<file path="src/rtl/dense_pkg.sv">
// Shared definitions for the dense-layer transmit path: widths, issuer FSM
// states and the bundle layout handed to the delay pipeline.
package dense_pkg;

  localparam int unsigned SIZE            = 3;
  localparam int unsigned DATA_SIZE       = 16;
  localparam int unsigned ACT_TYPE_SIZE   = 4;
  localparam int unsigned COST_TYPE_SIZE  = 8;
  localparam int unsigned DENSE_TYPE_SIZE = 4;
  localparam int unsigned VEC_W           = SIZE * DATA_SIZE;

  typedef enum logic [1:0] {
    IDLE,
    RUN,
    DRAIN,
    DONE
  } issuer_state_t;

  typedef struct packed {
    logic [ACT_TYPE_SIZE-1:0]   act_type;
    logic                       backprop_cost;
    logic [COST_TYPE_SIZE-1:0]  cost_type;
    logic                       is_update;
    logic                       is_cost_layer;
    logic [DENSE_TYPE_SIZE-1:0] dense_type;
    logic [VEC_W-1:0]           predict_value;
    logic [31:0]                layer_index;
    logic [31:0]                row_index;
    logic [VEC_W-1:0]           x;
    logic [VEC_W-1:0]           w;
  } dense_bundle_t;

endpackage

</file>
<file path="src/rtl/dense_row_issuer_if.sv">
// Command, weight-memory read and bundle-issue signals of dense_row_issuer.
// The issuer connects through master; the controller/memory/pipeline side through slave.
interface dense_row_issuer_if
  import dense_pkg::*;
#(
  parameter int size            = SIZE,
  parameter int data_size       = DATA_SIZE,
  parameter int cost_type_size  = COST_TYPE_SIZE,
  parameter int dense_type_size = DENSE_TYPE_SIZE,
  parameter int act_type_size   = ACT_TYPE_SIZE
);

  logic                          start;
  logic [act_type_size-1:0]      cfg_act_type;
  logic                          cfg_backprop_cost;
  logic [cost_type_size-1:0]     cfg_cost_type;
  logic                          cfg_is_update;
  logic                          cfg_is_cost_layer;
  logic [dense_type_size-1:0]    cfg_dense_type;
  logic [data_size*size-1:0]     cfg_predict_value;
  logic [data_size*size-1:0]     cfg_x;
  logic [31:0]                   cfg_layer_index;
  logic [31:0]                   cfg_row_count;
  logic                          stall;

  logic                          w_rd_en;
  logic [31:0]                   w_rd_layer;
  logic [31:0]                   w_rd_row;
  logic [data_size*size-1:0]     w_rd_data;

  logic                          busy;
  logic                          done;
  logic                          issue_valid;
  logic                          issue_last;
  logic [act_type_size-1:0]      act_type;
  logic                          backprop_cost;
  logic [cost_type_size-1:0]     cost_type;
  logic                          is_update;
  logic                          is_cost_layer;
  logic [dense_type_size-1:0]    dense_type;
  logic [data_size*size-1:0]     predict_value;
  logic [data_size*size-1:0]     x;
  logic [31:0]                   w_layer_index;
  logic [31:0]                   w_row_index;
  logic [data_size*size-1:0]     w;

  modport master (
    input  start, cfg_act_type, cfg_backprop_cost, cfg_cost_type, cfg_is_update,
           cfg_is_cost_layer, cfg_dense_type, cfg_predict_value, cfg_x,
           cfg_layer_index, cfg_row_count, stall, w_rd_data,
    output w_rd_en, w_rd_layer, w_rd_row, busy, done, issue_valid, issue_last,
           act_type, backprop_cost, cost_type, is_update, is_cost_layer, dense_type,
           predict_value, x, w_layer_index, w_row_index, w
  );

  modport slave (
    output start, cfg_act_type, cfg_backprop_cost, cfg_cost_type, cfg_is_update,
           cfg_is_cost_layer, cfg_dense_type, cfg_predict_value, cfg_x,
           cfg_layer_index, cfg_row_count, stall, w_rd_data,
    input  w_rd_en, w_rd_layer, w_rd_row, busy, done, issue_valid, issue_last,
           act_type, backprop_cost, cost_type, is_update, is_cost_layer, dense_type,
           predict_value, x, w_layer_index, w_row_index, w
  );

endinterface

</file>
<file path="src/rtl/dense_row_issuer.sv">
// Walks the weight rows of one dense layer, reads each row from weight memory
// and issues one fully populated bundle per row into the delay pipeline.
module dense_row_issuer
  import dense_pkg::*;
#(
  parameter int size            = SIZE,
  parameter int data_size       = DATA_SIZE,
  parameter int cost_type_size  = COST_TYPE_SIZE,
  parameter int dense_type_size = DENSE_TYPE_SIZE,
  parameter int act_type_size   = ACT_TYPE_SIZE
) (
  input  logic               clk,
  input  logic               rst_n,
  dense_row_issuer_if.master bus
);

  localparam int VW = data_size * size;

  issuer_state_t state_q, state_d;

  logic                       cmd_load;
  logic                       rd_en;
  logic [31:0]                rd_row_q;
  logic [31:0]                row_count_q;
  logic [31:0]                layer_q;
  logic [act_type_size-1:0]   act_type_q;
  logic                       backprop_cost_q;
  logic [cost_type_size-1:0]  cost_type_q;
  logic                       is_update_q;
  logic                       is_cost_layer_q;
  logic [dense_type_size-1:0] dense_type_q;
  logic [VW-1:0]              predict_value_q;
  logic [VW-1:0]              x_q;

  logic                       issue_valid_q;
  logic                       issue_last_q;
  logic [31:0]                w_row_q;
  logic [VW-1:0]              w_q;

  always_comb begin
    state_d  = state_q;
    cmd_load = 1'b0;
    rd_en    = 1'b0;
    case (state_q)
      IDLE: begin
        if (bus.start) begin
          cmd_load = 1'b1;
          state_d  = (bus.cfg_row_count == '0) ? DONE : RUN;
        end
      end
      RUN: begin
        if (!bus.stall && (rd_row_q < row_count_q)) begin
          rd_en = 1'b1;
          if (rd_row_q == row_count_q - 32'd1) begin
            state_d = DRAIN;
          end
        end
      end
      DRAIN:   state_d = DONE;
      DONE:    state_d = IDLE;
      default: state_d = IDLE;
    endcase
  end

  always_ff @(posedge clk or negedge rst_n) begin
    if (!rst_n) begin
      state_q <= IDLE;
    end else begin
      state_q <= state_d;
    end
  end

  always_ff @(posedge clk or negedge rst_n) begin
    if (!rst_n) begin
      rd_row_q        <= '0;
      row_count_q     <= '0;
      layer_q         <= '0;
      act_type_q      <= '0;
      backprop_cost_q <= 1'b0;
      cost_type_q     <= '0;
      is_update_q     <= 1'b0;
      is_cost_layer_q <= 1'b0;
      dense_type_q    <= '0;
      predict_value_q <= '0;
      x_q             <= '0;
    end else if (cmd_load) begin
      rd_row_q        <= '0;
      row_count_q     <= bus.cfg_row_count;
      layer_q         <= bus.cfg_layer_index;
      act_type_q      <= bus.cfg_act_type;
      backprop_cost_q <= bus.cfg_backprop_cost;
      cost_type_q     <= bus.cfg_cost_type;
      is_update_q     <= bus.cfg_is_update;
      is_cost_layer_q <= bus.cfg_is_cost_layer;
      dense_type_q    <= bus.cfg_dense_type;
      predict_value_q <= bus.cfg_predict_value;
      x_q             <= bus.cfg_x;
    end else if (rd_en) begin
      rd_row_q <= rd_row_q + 32'd1;
    end
  end

  // Read-return stage: the row index travels alongside the read so the issued
  // bundle carries the index of the data it holds, regardless of later stalls.
  always_ff @(posedge clk or negedge rst_n) begin
    if (!rst_n) begin
      issue_valid_q <= 1'b0;
      issue_last_q  <= 1'b0;
      w_row_q       <= '0;
      w_q           <= '0;
    end else begin
      issue_valid_q <= rd_en;
      issue_last_q  <= rd_en && (rd_row_q == row_count_q - 32'd1);
      if (rd_en) begin
        w_row_q <= rd_row_q;
        w_q     <= bus.w_rd_data;
      end
    end
  end

  assign bus.w_rd_en       = rd_en;
  assign bus.w_rd_layer    = layer_q;
  assign bus.w_rd_row      = rd_row_q;
  assign bus.busy          = (state_q == RUN) || (state_q == DRAIN);
  assign bus.done          = (state_q == DONE);
  assign bus.issue_valid   = issue_valid_q;
  assign bus.issue_last    = issue_last_q;
  assign bus.act_type      = act_type_q;
  assign bus.backprop_cost = backprop_cost_q;
  assign bus.cost_type     = cost_type_q;
  assign bus.is_update     = is_update_q;
  assign bus.is_cost_layer = is_cost_layer_q;
  assign bus.dense_type    = dense_type_q;
  assign bus.predict_value = predict_value_q;
  assign bus.x             = x_q;
  assign bus.w_layer_index = layer_q;
  assign bus.w_row_index   = w_row_q;
  assign bus.w             = w_q;

endmodule

</file>
<file path="src/flat_wrapper.sv">
// flat-port wrapper written by rule: the top's interface ports become plain ports
module dense_row_issuer_flat import dense_pkg::*;
#(
  parameter int size            = SIZE,
  parameter int data_size       = DATA_SIZE,
  parameter int cost_type_size  = COST_TYPE_SIZE,
  parameter int dense_type_size = DENSE_TYPE_SIZE,
  parameter int act_type_size   = ACT_TYPE_SIZE
)
  (clk, rst_n, bus_start, bus_cfg_act_type, bus_cfg_backprop_cost, bus_cfg_cost_type, bus_cfg_is_update, bus_cfg_is_cost_layer, bus_cfg_dense_type, bus_cfg_predict_value, bus_cfg_x, bus_cfg_layer_index, bus_cfg_row_count, bus_stall, bus_w_rd_data, bus_w_rd_en, bus_w_rd_layer, bus_w_rd_row, bus_busy, bus_done, bus_issue_valid, bus_issue_last, bus_act_type, bus_backprop_cost, bus_cost_type, bus_is_update, bus_is_cost_layer, bus_dense_type, bus_predict_value, bus_x, bus_w_layer_index, bus_w_row_index, bus_w);
  dense_row_issuer_if #(.size(size), .data_size(data_size), .cost_type_size(cost_type_size), .dense_type_size(dense_type_size), .act_type_size(act_type_size)) bus_i ();
  input  logic clk;
  input  logic rst_n;
  input wire logic [$bits(bus_i.start)-1:0] bus_start;
  input wire logic [$bits(bus_i.cfg_act_type)-1:0] bus_cfg_act_type;
  input wire logic [$bits(bus_i.cfg_backprop_cost)-1:0] bus_cfg_backprop_cost;
  input wire logic [$bits(bus_i.cfg_cost_type)-1:0] bus_cfg_cost_type;
  input wire logic [$bits(bus_i.cfg_is_update)-1:0] bus_cfg_is_update;
  input wire logic [$bits(bus_i.cfg_is_cost_layer)-1:0] bus_cfg_is_cost_layer;
  input wire logic [$bits(bus_i.cfg_dense_type)-1:0] bus_cfg_dense_type;
  input wire logic [$bits(bus_i.cfg_predict_value)-1:0] bus_cfg_predict_value;
  input wire logic [$bits(bus_i.cfg_x)-1:0] bus_cfg_x;
  input wire logic [$bits(bus_i.cfg_layer_index)-1:0] bus_cfg_layer_index;
  input wire logic [$bits(bus_i.cfg_row_count)-1:0] bus_cfg_row_count;
  input wire logic [$bits(bus_i.stall)-1:0] bus_stall;
  input wire logic [$bits(bus_i.w_rd_data)-1:0] bus_w_rd_data;
  output wire logic [$bits(bus_i.w_rd_en)-1:0] bus_w_rd_en;
  output wire logic [$bits(bus_i.w_rd_layer)-1:0] bus_w_rd_layer;
  output wire logic [$bits(bus_i.w_rd_row)-1:0] bus_w_rd_row;
  output wire logic [$bits(bus_i.busy)-1:0] bus_busy;
  output wire logic [$bits(bus_i.done)-1:0] bus_done;
  output wire logic [$bits(bus_i.issue_valid)-1:0] bus_issue_valid;
  output wire logic [$bits(bus_i.issue_last)-1:0] bus_issue_last;
  output wire logic [$bits(bus_i.act_type)-1:0] bus_act_type;
  output wire logic [$bits(bus_i.backprop_cost)-1:0] bus_backprop_cost;
  output wire logic [$bits(bus_i.cost_type)-1:0] bus_cost_type;
  output wire logic [$bits(bus_i.is_update)-1:0] bus_is_update;
  output wire logic [$bits(bus_i.is_cost_layer)-1:0] bus_is_cost_layer;
  output wire logic [$bits(bus_i.dense_type)-1:0] bus_dense_type;
  output wire logic [$bits(bus_i.predict_value)-1:0] bus_predict_value;
  output wire logic [$bits(bus_i.x)-1:0] bus_x;
  output wire logic [$bits(bus_i.w_layer_index)-1:0] bus_w_layer_index;
  output wire logic [$bits(bus_i.w_row_index)-1:0] bus_w_row_index;
  output wire logic [$bits(bus_i.w)-1:0] bus_w;
  assign bus_i.start = bus_start;
  assign bus_i.cfg_act_type = bus_cfg_act_type;
  assign bus_i.cfg_backprop_cost = bus_cfg_backprop_cost;
  assign bus_i.cfg_cost_type = bus_cfg_cost_type;
  assign bus_i.cfg_is_update = bus_cfg_is_update;
  assign bus_i.cfg_is_cost_layer = bus_cfg_is_cost_layer;
  assign bus_i.cfg_dense_type = bus_cfg_dense_type;
  assign bus_i.cfg_predict_value = bus_cfg_predict_value;
  assign bus_i.cfg_x = bus_cfg_x;
  assign bus_i.cfg_layer_index = bus_cfg_layer_index;
  assign bus_i.cfg_row_count = bus_cfg_row_count;
  assign bus_i.stall = bus_stall;
  assign bus_i.w_rd_data = bus_w_rd_data;
  assign bus_w_rd_en = bus_i.w_rd_en;
  assign bus_w_rd_layer = bus_i.w_rd_layer;
  assign bus_w_rd_row = bus_i.w_rd_row;
  assign bus_busy = bus_i.busy;
  assign bus_done = bus_i.done;
  assign bus_issue_valid = bus_i.issue_valid;
  assign bus_issue_last = bus_i.issue_last;
  assign bus_act_type = bus_i.act_type;
  assign bus_backprop_cost = bus_i.backprop_cost;
  assign bus_cost_type = bus_i.cost_type;
  assign bus_is_update = bus_i.is_update;
  assign bus_is_cost_layer = bus_i.is_cost_layer;
  assign bus_dense_type = bus_i.dense_type;
  assign bus_predict_value = bus_i.predict_value;
  assign bus_x = bus_i.x;
  assign bus_w_layer_index = bus_i.w_layer_index;
  assign bus_w_row_index = bus_i.w_row_index;
  assign bus_w = bus_i.w;
  dense_row_issuer #(.size(size), .data_size(data_size), .cost_type_size(cost_type_size), .dense_type_size(dense_type_size), .act_type_size(act_type_size)) u_core (.clk(clk), .rst_n(rst_n), .bus(bus_i));
endmodule
</file>
<file path="config.mk">
export PLATFORM = sky130hd
export DESIGN_NAME = dense_row_issuer_flat
export DESIGN_NICKNAME = d
export VERILOG_FILES = /design/src/rtl/dense_pkg.sv /design/src/rtl/dense_row_issuer_if.sv /design/src/rtl/dense_row_issuer.sv /design/src/flat_wrapper.sv
export SDC_FILE = /design/constraint.sdc
export NUM_CORES = 1
export LEC_CHECK = 0
export ABC_AREA = 0
export ABC_CLOCK_PERIOD_IN_PS = 6000
export BUFFER_PORTS_ARGS = -buffer_cell sky130_fd_sc_hd__buf_2
export CORE_ASPECT_RATIO = 0.75
export CORE_MARGIN = 2
export CORE_UTILIZATION = 37
export CTS_CLUSTER_SIZE = 12
export DETAILED_ROUTE_END_ITERATION = 8
export PLACE_DENSITY = 0.65
export SYNTH_ARGS = -nofsm -noshare
export SYNTH_HDL_FRONTEND = slang
export SYNTH_SLANG_ARGS = --single-unit
</file>
<file path="constraint.sdc">
create_clock -name clk -period 6 [get_ports clk]
set_clock_uncertainty 0.15 [all_clocks]
set_input_delay 1.2 -clock clk [delete_from_list [all_inputs] [get_ports clk]]
set_output_delay 1.2 -clock clk [all_outputs]
set_load 0.1 [all_outputs]
</file>
==> impl_metrics.toml, run 1 <==
[critical_path]
r2r_slack_ns = 1.84
critPathRequiredTime_ns = 4.65
path_class = "reg2out"
crit-reg2reg-launch = "u_core.row_count_q[17]"
timing.critical_path.to_type = "output port"
cp-start-kind = "flop"
ff2ff_path_depth = 14
cp_max_fo = 50
worst_r2r_endpoint = "u_core.bus.w_rd_row[9]"
worst-endpoint-arrival_ns = 3.52

[hold_path]
worst_hold_path.endpoint = "u_core.bus.w[35]"
hold_path.class = "reg2reg"
hold-path-cell-count = 2
timing.hold.worst.start = "u_core.bus.w[35]"

[layout]
design.final.nets = 2389
area.growth.synth_to_final_pct = 28.2
multi_input_comb_area_um2 = 6090
seqCellArea_um2 = 7380
fillers = 3853
share_of_post_route_cells_with_drive_strength_above_1_pct = 28.5
postLayoutCoreUtil_pct = 47.8

[drt]
dr_total_vias = 13400
avgRoutedWirePerCell_um = 18.1
vias_per_cell = 5.03
final_antenna_violating_net_count = 0
drc_viols = 0
totalWireLength_mm = 48.2
drt_first_iter_violations = 1073
drtPass1Iterations = 5

[grt]
grt_use_total_pct = 24.0
grt_max_degree = 126
grt_pass1_wl_mm = 75.8
grt_pass1_vias = 13000
gr-total-overflow = 0
grt_antenna_before_repair = 7

[run]
cap_violations = 0

[timing]
fin_ws_ns = 1.13
post-route-period-util_pct = 81.2
fin_crit_ns = 4.87
timing.fmax_mhz = 205
max_slew_margin_pct = 20.4
grt_setup_unrepaired = "no"
timing.final.max_slew_violations = 0
setup_violations = 0
totalNegativeSetupSlack_ns = 0
hold_violations = 0
max_slew.worst_pin.slew_ns = 1.19

[synthesis]
syn-mean-instance-area_um2 = 8.56
yosys_register_bits = 295
postSynth.topFlopCell = "sky130_fd_sc_hd__dfrtp_1"
synth.distinct_cells = 65
synthCells = 1657
yosysSeqAreaShare_pct = 52.1
yosysWarnings = 0
edff_count_synth = 0
synth_area_um2 = 14200
asyncSetResetFlopFracSynth_pct = 100
synth.net_count = 1927

[floorplan]
io_count = 527
start_util_pct = 37.3
row_count = 62
die_x_um = 230
core_um2 = 38000
fp.dieArea_um2 = 39900
die_h_um = 174

[place]
preCtsSetupSlack_ns = 1.69
place.port_buffers = 526
gp_congestion = 0.899
dpl.hpwl_mm = 35.4

[run_status]
outcome = "finished clean"

[clock_tree]
post_cts_hold_buffer_count = 0
clockRootBuffer = "sky130_fd_sc_hd__clkbuf_16"
tritoncts = "done"
cts_inserted_buffers = 34
number_of_buffers_inserted_to_repair_setup_after_cts = 0
post_cts_resized = 0
worstSkewPairLatency_ns = 0.53
clock_tree.htree_level_count = 2
cts_sinks = 295
clock_path_buffers = 3
path_clk_slew_ns = 0.06
-- through the flow --
step | cells | area, um2 | hold slack, ns
floorplan | 1657 | 14200 | 0.401
global placement | 2595 | 17100 | 0.303
detailed placement | 2595 | 17100 | 0.306
CTS | 2654 | 18200 | 0.321
global route | 2655 | 18200 | 0.338
finish | 2657 | 18200 | 0.315
-- kinds of logic (layout without fill, tap and decap cells) --
logic type	count (synthesis)	in the layout	synth area share (%)
compound gates	169	169	8.24
xor+xnor	39	39	2.41
fa+ha+maj	39	39	3.44
buf+inv	159	644	5.14
flops	295	295	52.1
mux	8	8	0.574
other cells	0	3	0
simple gates	948	948	28.1
-- area by class of cell --
type	count	area share, %
antenna	3	0.0413
clock buffer	49	5.39
clock inverter	10	0.689
inverter	44	0.909
multi-input combinational	1203	33.5
sequential	295	40.6
tap	512	3.53
timing repair buffer	541	15.3
-- flip-flops by register name (all words and copies together) (netlist names) --
register                  flops
u_core.row_count_q           32
u_core.bus.act_type           4
u_core.bus.w_layer_index     32
u_core.bus.cost_type          8
u_core.bus.is_cost_layer      1
u_core.bus.w                 48
u_core.bus.backprop_cost      1
u_core.bus.x                 48
u_core.bus.w_row_index       32
u_core.bus.predict_value     48
u_core.bus.issue_last         1
u_core.bus.is_update          1
u_core.bus.w_rd_row          32
u_core.bus.issue_valid        1
u_core.bus.dense_type         4
u_core.state_q                2
-- cells in the mapped netlist, drive strengths merged (2+ instances only) --
cell | instances | share of area (%)
nand2 | 740 | 20
dfrtp | 295 | 52
clkbuf | 79 | 2.1
o21ai | 52 | 1.8
inv | 44 | 1.2
ha | 39 | 3.4
buf | 36 | 1.9
nor2 | 36 | 0.95
nand4 | 27 | 1.2
xnor2 | 27 | 1.7
nor4 | 25 | 1.1
nand3 | 23 | 0.81
nand2b | 22 | 0.97
nor3 | 22 | 0.78
a21oi | 21 | 0.74
o41ai | 14 | 0.86
o311ai | 12 | 0.74
xor2 | 12 | 0.74
and3 | 10 | 0.44
o211ai | 9 | 0.48
or4 | 9 | 0.48
a21o | 8 | 0.42
mux2i | 7 | 0.49
or3 | 7 | 0.34
nor2b | 6 | 0.26
o21a | 6 | 0.32
a211oi | 5 | 0.26
a31o | 5 | 0.31
a2111oi | 4 | 0.29
a211o | 4 | 0.25
and4 | 4 | 0.25
o22ai | 4 | 0.18
or2 | 4 | 0.18
a31oi | 3 | 0.13
and2 | 3 | 0.13
nand3b | 3 | 0.16
nor4b | 3 | 0.19
o31a | 3 | 0.19
o31ai | 3 | 0.16
nor3b | 2 | 0.11
o41a | 2 | 0.16
or4b | 2 | 0.14
-- worst max-delay path by stage --
stage                                 from           to  slack, ns  depth (start not counted)
global placement    u_core.row_count_q[17]  bus_w_rd_en       1.73                         11
global route        u_core.row_count_q[17]  bus_w_rd_en       0.86                         11
finish              u_core.row_count_q[17]  bus_w_rd_en       1.13                         11
detailed placement  u_core.row_count_q[17]  bus_w_rd_en       1.69                         11
CTS                 u_core.row_count_q[17]  bus_w_rd_en       1.11                         11
floorplan           u_core.bus.w_rd_row[1]  bus_w_rd_en       1.04                          9
-- critical path, stage by stage, from the launching register on --
cell	delay, ns
sky130_fd_sc_hd__dfrtp_1	0.51
sky130_fd_sc_hd__inv_1	0.10
sky130_fd_sc_hd__ha_1	0.30
sky130_fd_sc_hd__a21o_1	0.18
sky130_fd_sc_hd__a21o_1	0.17
sky130_fd_sc_hd__a21oi_1	0.15
sky130_fd_sc_hd__o211ai_1	0.13
sky130_fd_sc_hd__a211oi_1	0.47
sky130_fd_sc_hd__nand3_4	0.09
sky130_fd_sc_hd__buf_4	0.28
sky130_fd_sc_hd__inv_2	0.14
sky130_fd_sc_hd__buf_2	0.44
-- layer usage --
metal / vias up / GRT usage [%] / wire length (um)
li1: 6351 / - / -
met5: - / 0 / 55
met2: 501 / 36.9 / 21900
met4: 8 / 7.47 / 1370
met3: 81 / 5.90 / 3660
met1: 6418 / 33.5 / 21200
-- layout by cell type, fill, tap and decap left out, types with 10 or more instances in the layout --
| cell | count |
|---|---|
| sky130_fd_sc_hd__inv_1 | 43 |
| sky130_fd_sc_hd__nor2_1 | 36 |
| sky130_fd_sc_hd__clkbuf_16 | 35 |
| sky130_fd_sc_hd__xnor2_1 | 27 |
| sky130_fd_sc_hd__dfrtp_1 | 295 |
| sky130_fd_sc_hd__nand4_1 | 27 |
| sky130_fd_sc_hd__o311ai_0 | 12 |
| sky130_fd_sc_hd__xor2_1 | 12 |
| sky130_fd_sc_hd__nand3_1 | 22 |
| sky130_fd_sc_hd__nor3_1 | 22 |
| sky130_fd_sc_hd__nand2b_1 | 22 |
| sky130_fd_sc_hd__nand2_1 | 739 |
| sky130_fd_sc_hd__buf_4 | 13 |
| sky130_fd_sc_hd__and3_1 | 10 |
| sky130_fd_sc_hd__o41ai_1 | 14 |
| sky130_fd_sc_hd__buf_2 | 525 |
| sky130_fd_sc_hd__o21ai_0 | 52 |
| sky130_fd_sc_hd__ha_1 | 39 |
| sky130_fd_sc_hd__a21oi_1 | 21 |
| sky130_fd_sc_hd__nor4_1 | 24 |
Power of run 1 is not shown: default switching activity piles up to over one toggle a cycle in this logic, so the estimate is an artifact.
==> run 2: changes to the inputs <==
--- a/config.mk
+++ b/config.mk
@@ -6,7 +6,7 @@
 export NUM_CORES = 1
 export LEC_CHECK = 0
 export ABC_AREA = 0
-export ABC_CLOCK_PERIOD_IN_PS = 6000
+export ABC_CLOCK_PERIOD_IN_PS = 5000
 export BUFFER_PORTS_ARGS = -buffer_cell sky130_fd_sc_hd__buf_2
 export CORE_ASPECT_RATIO = 0.75
 export CORE_MARGIN = 2
==> constraint.sdc (replaced) <==
create_clock -name clk -period 5 [get_ports clk]
set_clock_uncertainty 0.15 [all_clocks]
set_input_delay 1 -clock clk [delete_from_list [all_inputs] [get_ports clk]]
set_output_delay 1 -clock clk [all_outputs]
set_load 0.1 [all_outputs]
==> impl_metrics.toml, run 2 (same netlist as run 1, synthesis figures left out) <==
[timing]
grt_setup_unrepaired = "no"
max_slew_margin_pct = 30.0
max_slew.worst_pin.slew_ns = 1.03
hold_violations = 0
setup_violations = 0
fin_crit_ns = 4.58
timing.final.max_slew_violations = 0
timing.fmax_mhz = 218
totalNegativeSetupSlack_ns = 0
post-route-period-util_pct = 91.5

[layout]
area.growth.synth_to_final_pct = 28.5
layout.cells.most_common = "sky130_fd_sc_hd__nand2_1"
design.final.nets = 2395
seqCellArea_um2 = 7380
multi_input_comb_area_um2 = 6090
fillers = 3752
share_of_post_route_cells_with_drive_strength_above_1_pct = 28.6
layout_common_cells = "sky130_fd_sc_hd__nand2_1 (739), sky130_fd_sc_hd__buf_2 (524), sky130_fd_sc_hd__dfrtp_1 (295)"

[place]
gp_congestion = 0.928
dpl.hpwl_mm = 35.6
place.port_buffers = 526

[critical_path]
slowest_delay_ns = 0.51
crit_start = "u_core.row_count_q[17]"
path_class = "reg2out"
critPathRequiredTime_ns = 3.85
timing.critical_path.to_type = "output port"
crit_path_frequent_cell = "sky130_fd_sc_hd__a21o_1"
endpoint = "bus_w_rd_en"
worst_path_bufs_invs = 3
crit-reg2reg-launch = "u_core.row_count_q[17]"
timing.critical_path.max_delay_family = "compound AO/OA/AOI/OAI gates"
cp_slowest_cell = "sky130_fd_sc_hd__dfrtp_1"
ff2ff_path_depth = 12
timing.critical_path.depth = 10
cp_max_fo = 38
path_cells = "inv_1, ha_1, a21o_1, a21o_1, a21oi_1, o211ai_1, a211oi_1, nand3_4, inv_2, buf_12"
worst_r2r_endpoint = "u_core.bus.w_rd_row[9]"
r2r_slack_ns = 0.78
worst-endpoint-arrival_ns = 3.43
cp-start-kind = "flop"

[run]
cap_violations = 0

[run_status]
outcome = "finished clean"

[clock_tree]
cts_inserted_buffers = 34
number_of_buffers_inserted_to_repair_setup_after_cts = 0
post_cts_hold_buffer_count = 0
cts_sinks = 295
post_cts_resized = 0
tritoncts = "done"
path_clk_slew_ns = 0.06
worstSkewPairLatency_ns = 0.53
clockRootBuffer = "sky130_fd_sc_hd__clkbuf_16"
clock_tree.htree_level_count = 2
clock_path_buffers = 3

[drt]
drtPass1Iterations = 5
drt_first_iter_violations = 1144
dr_total_vias = 13300
totalWireLength_mm = 48.7
vias_per_cell = 5.01
final_antenna_violating_net_count = 0
avgRoutedWirePerCell_um = 18.3
drc_viols = 0

[grt]
gr-total-overflow = 0
grt_use_total_pct = 24.0
grt_pass1_vias = 13000
grt_antenna_before_repair = 4
grt_max_degree = 109
grt_pass1_wl_mm = 75.9

[floorplan]
io_count = 527
fp.dieArea_um2 = 39900
die_x_um = 230
die_h_um = 174
core_um2 = 38000
start_util_pct = 37.3
row_count = 62

[hold_path]
hold_path.class = "reg2reg"
## run 2: cell count changes in the layout (fill, tap and decap cells not counted), moves of 2 or more
cell,previous run,this run
sky130_fd_sc_hd__buf_4,13,17
sky130_fd_sc_hd__buf_12,2,5
sky130_fd_sc_hd__clkinv_2,5,3
sky130_fd_sc_hd__clkbuf_8,5,3
sky130_fd_sc_hd__clkbuf_1,9,11
## run 2: layer usage
| layer | track usage (%) | vias to the layer above | wire [um] |
|---|---|---|---|
| li1 | - | 6356 | - |
| met1 | 32.9 | 6342 | 21000 |
| met2 | 37.7 | 546 | 22300 |
| met3 | 6.46 | 76 | 4360 |
| met4 | 5.97 | 4 | 1100 |
| met5 | 0 | - | 24 |
## run 2: tightest hold or removal path, delay by kind of cell, from the launching register on
kind / cells / cell delay [ns]
simple gates: 2 / 0.10
flops: 1 / 0.33
## run 2: worst min-delay path by stage
stage	slack, ns	from	cells past startpoint	end
6_report	0.31	u_core.bus.dense_type[2]	2	u_core.bus.dense_type[2]
5_1_grt	0.34	u_core.bus.w[19]	2	u_core.bus.w[19]
4_1_cts	0.32	u_core.bus.w[37]	2	u_core.bus.w[37]
3_5_place_dp	0.31	u_core.bus.x[18]	2	u_core.bus.x[18]
3_3_place_gp	0.30	u_core.bus.w[37]	2	u_core.bus.w[37]
2_1_floorplan	0.40	u_core.row_count_q[31]	2	u_core.row_count_q[31]
## run 2: per-stage QoR
stage / cells / hold WS (ns) / util [%] / worst slack (ns) / instance area [um2]
after floorplan: 1657 / 0.401 / - / 0.242 / 14200
after CTS: 2658 / 0.321 / 47.9 / 0.385 / 18200
after detailed placement: 2601 / 0.307 / 45.1 / 0.804 / 17100
final: 2660 / 0.314 / 47.9 / 0.423 / 18200
after global routing: 2659 / 0.335 / 47.9 / 0.0375 / 18200
after global placement: 2601 / 0.302 / 45.1 / 0.861 / 17100
## run 2: final cells by class
type / instances / area share (%)
clock buffer: 48 / 5.13
sequential: 295 / 40.5
timing repair buffer: 547 / 15.7
tap: 512 / 3.52
clock inverter: 9 / 0.715
inverter: 44 / 0.907
antenna: 2 / 0.0275
multi-input combinational: 1203 / 33.4
Power of run 2 is left out for the same reason.
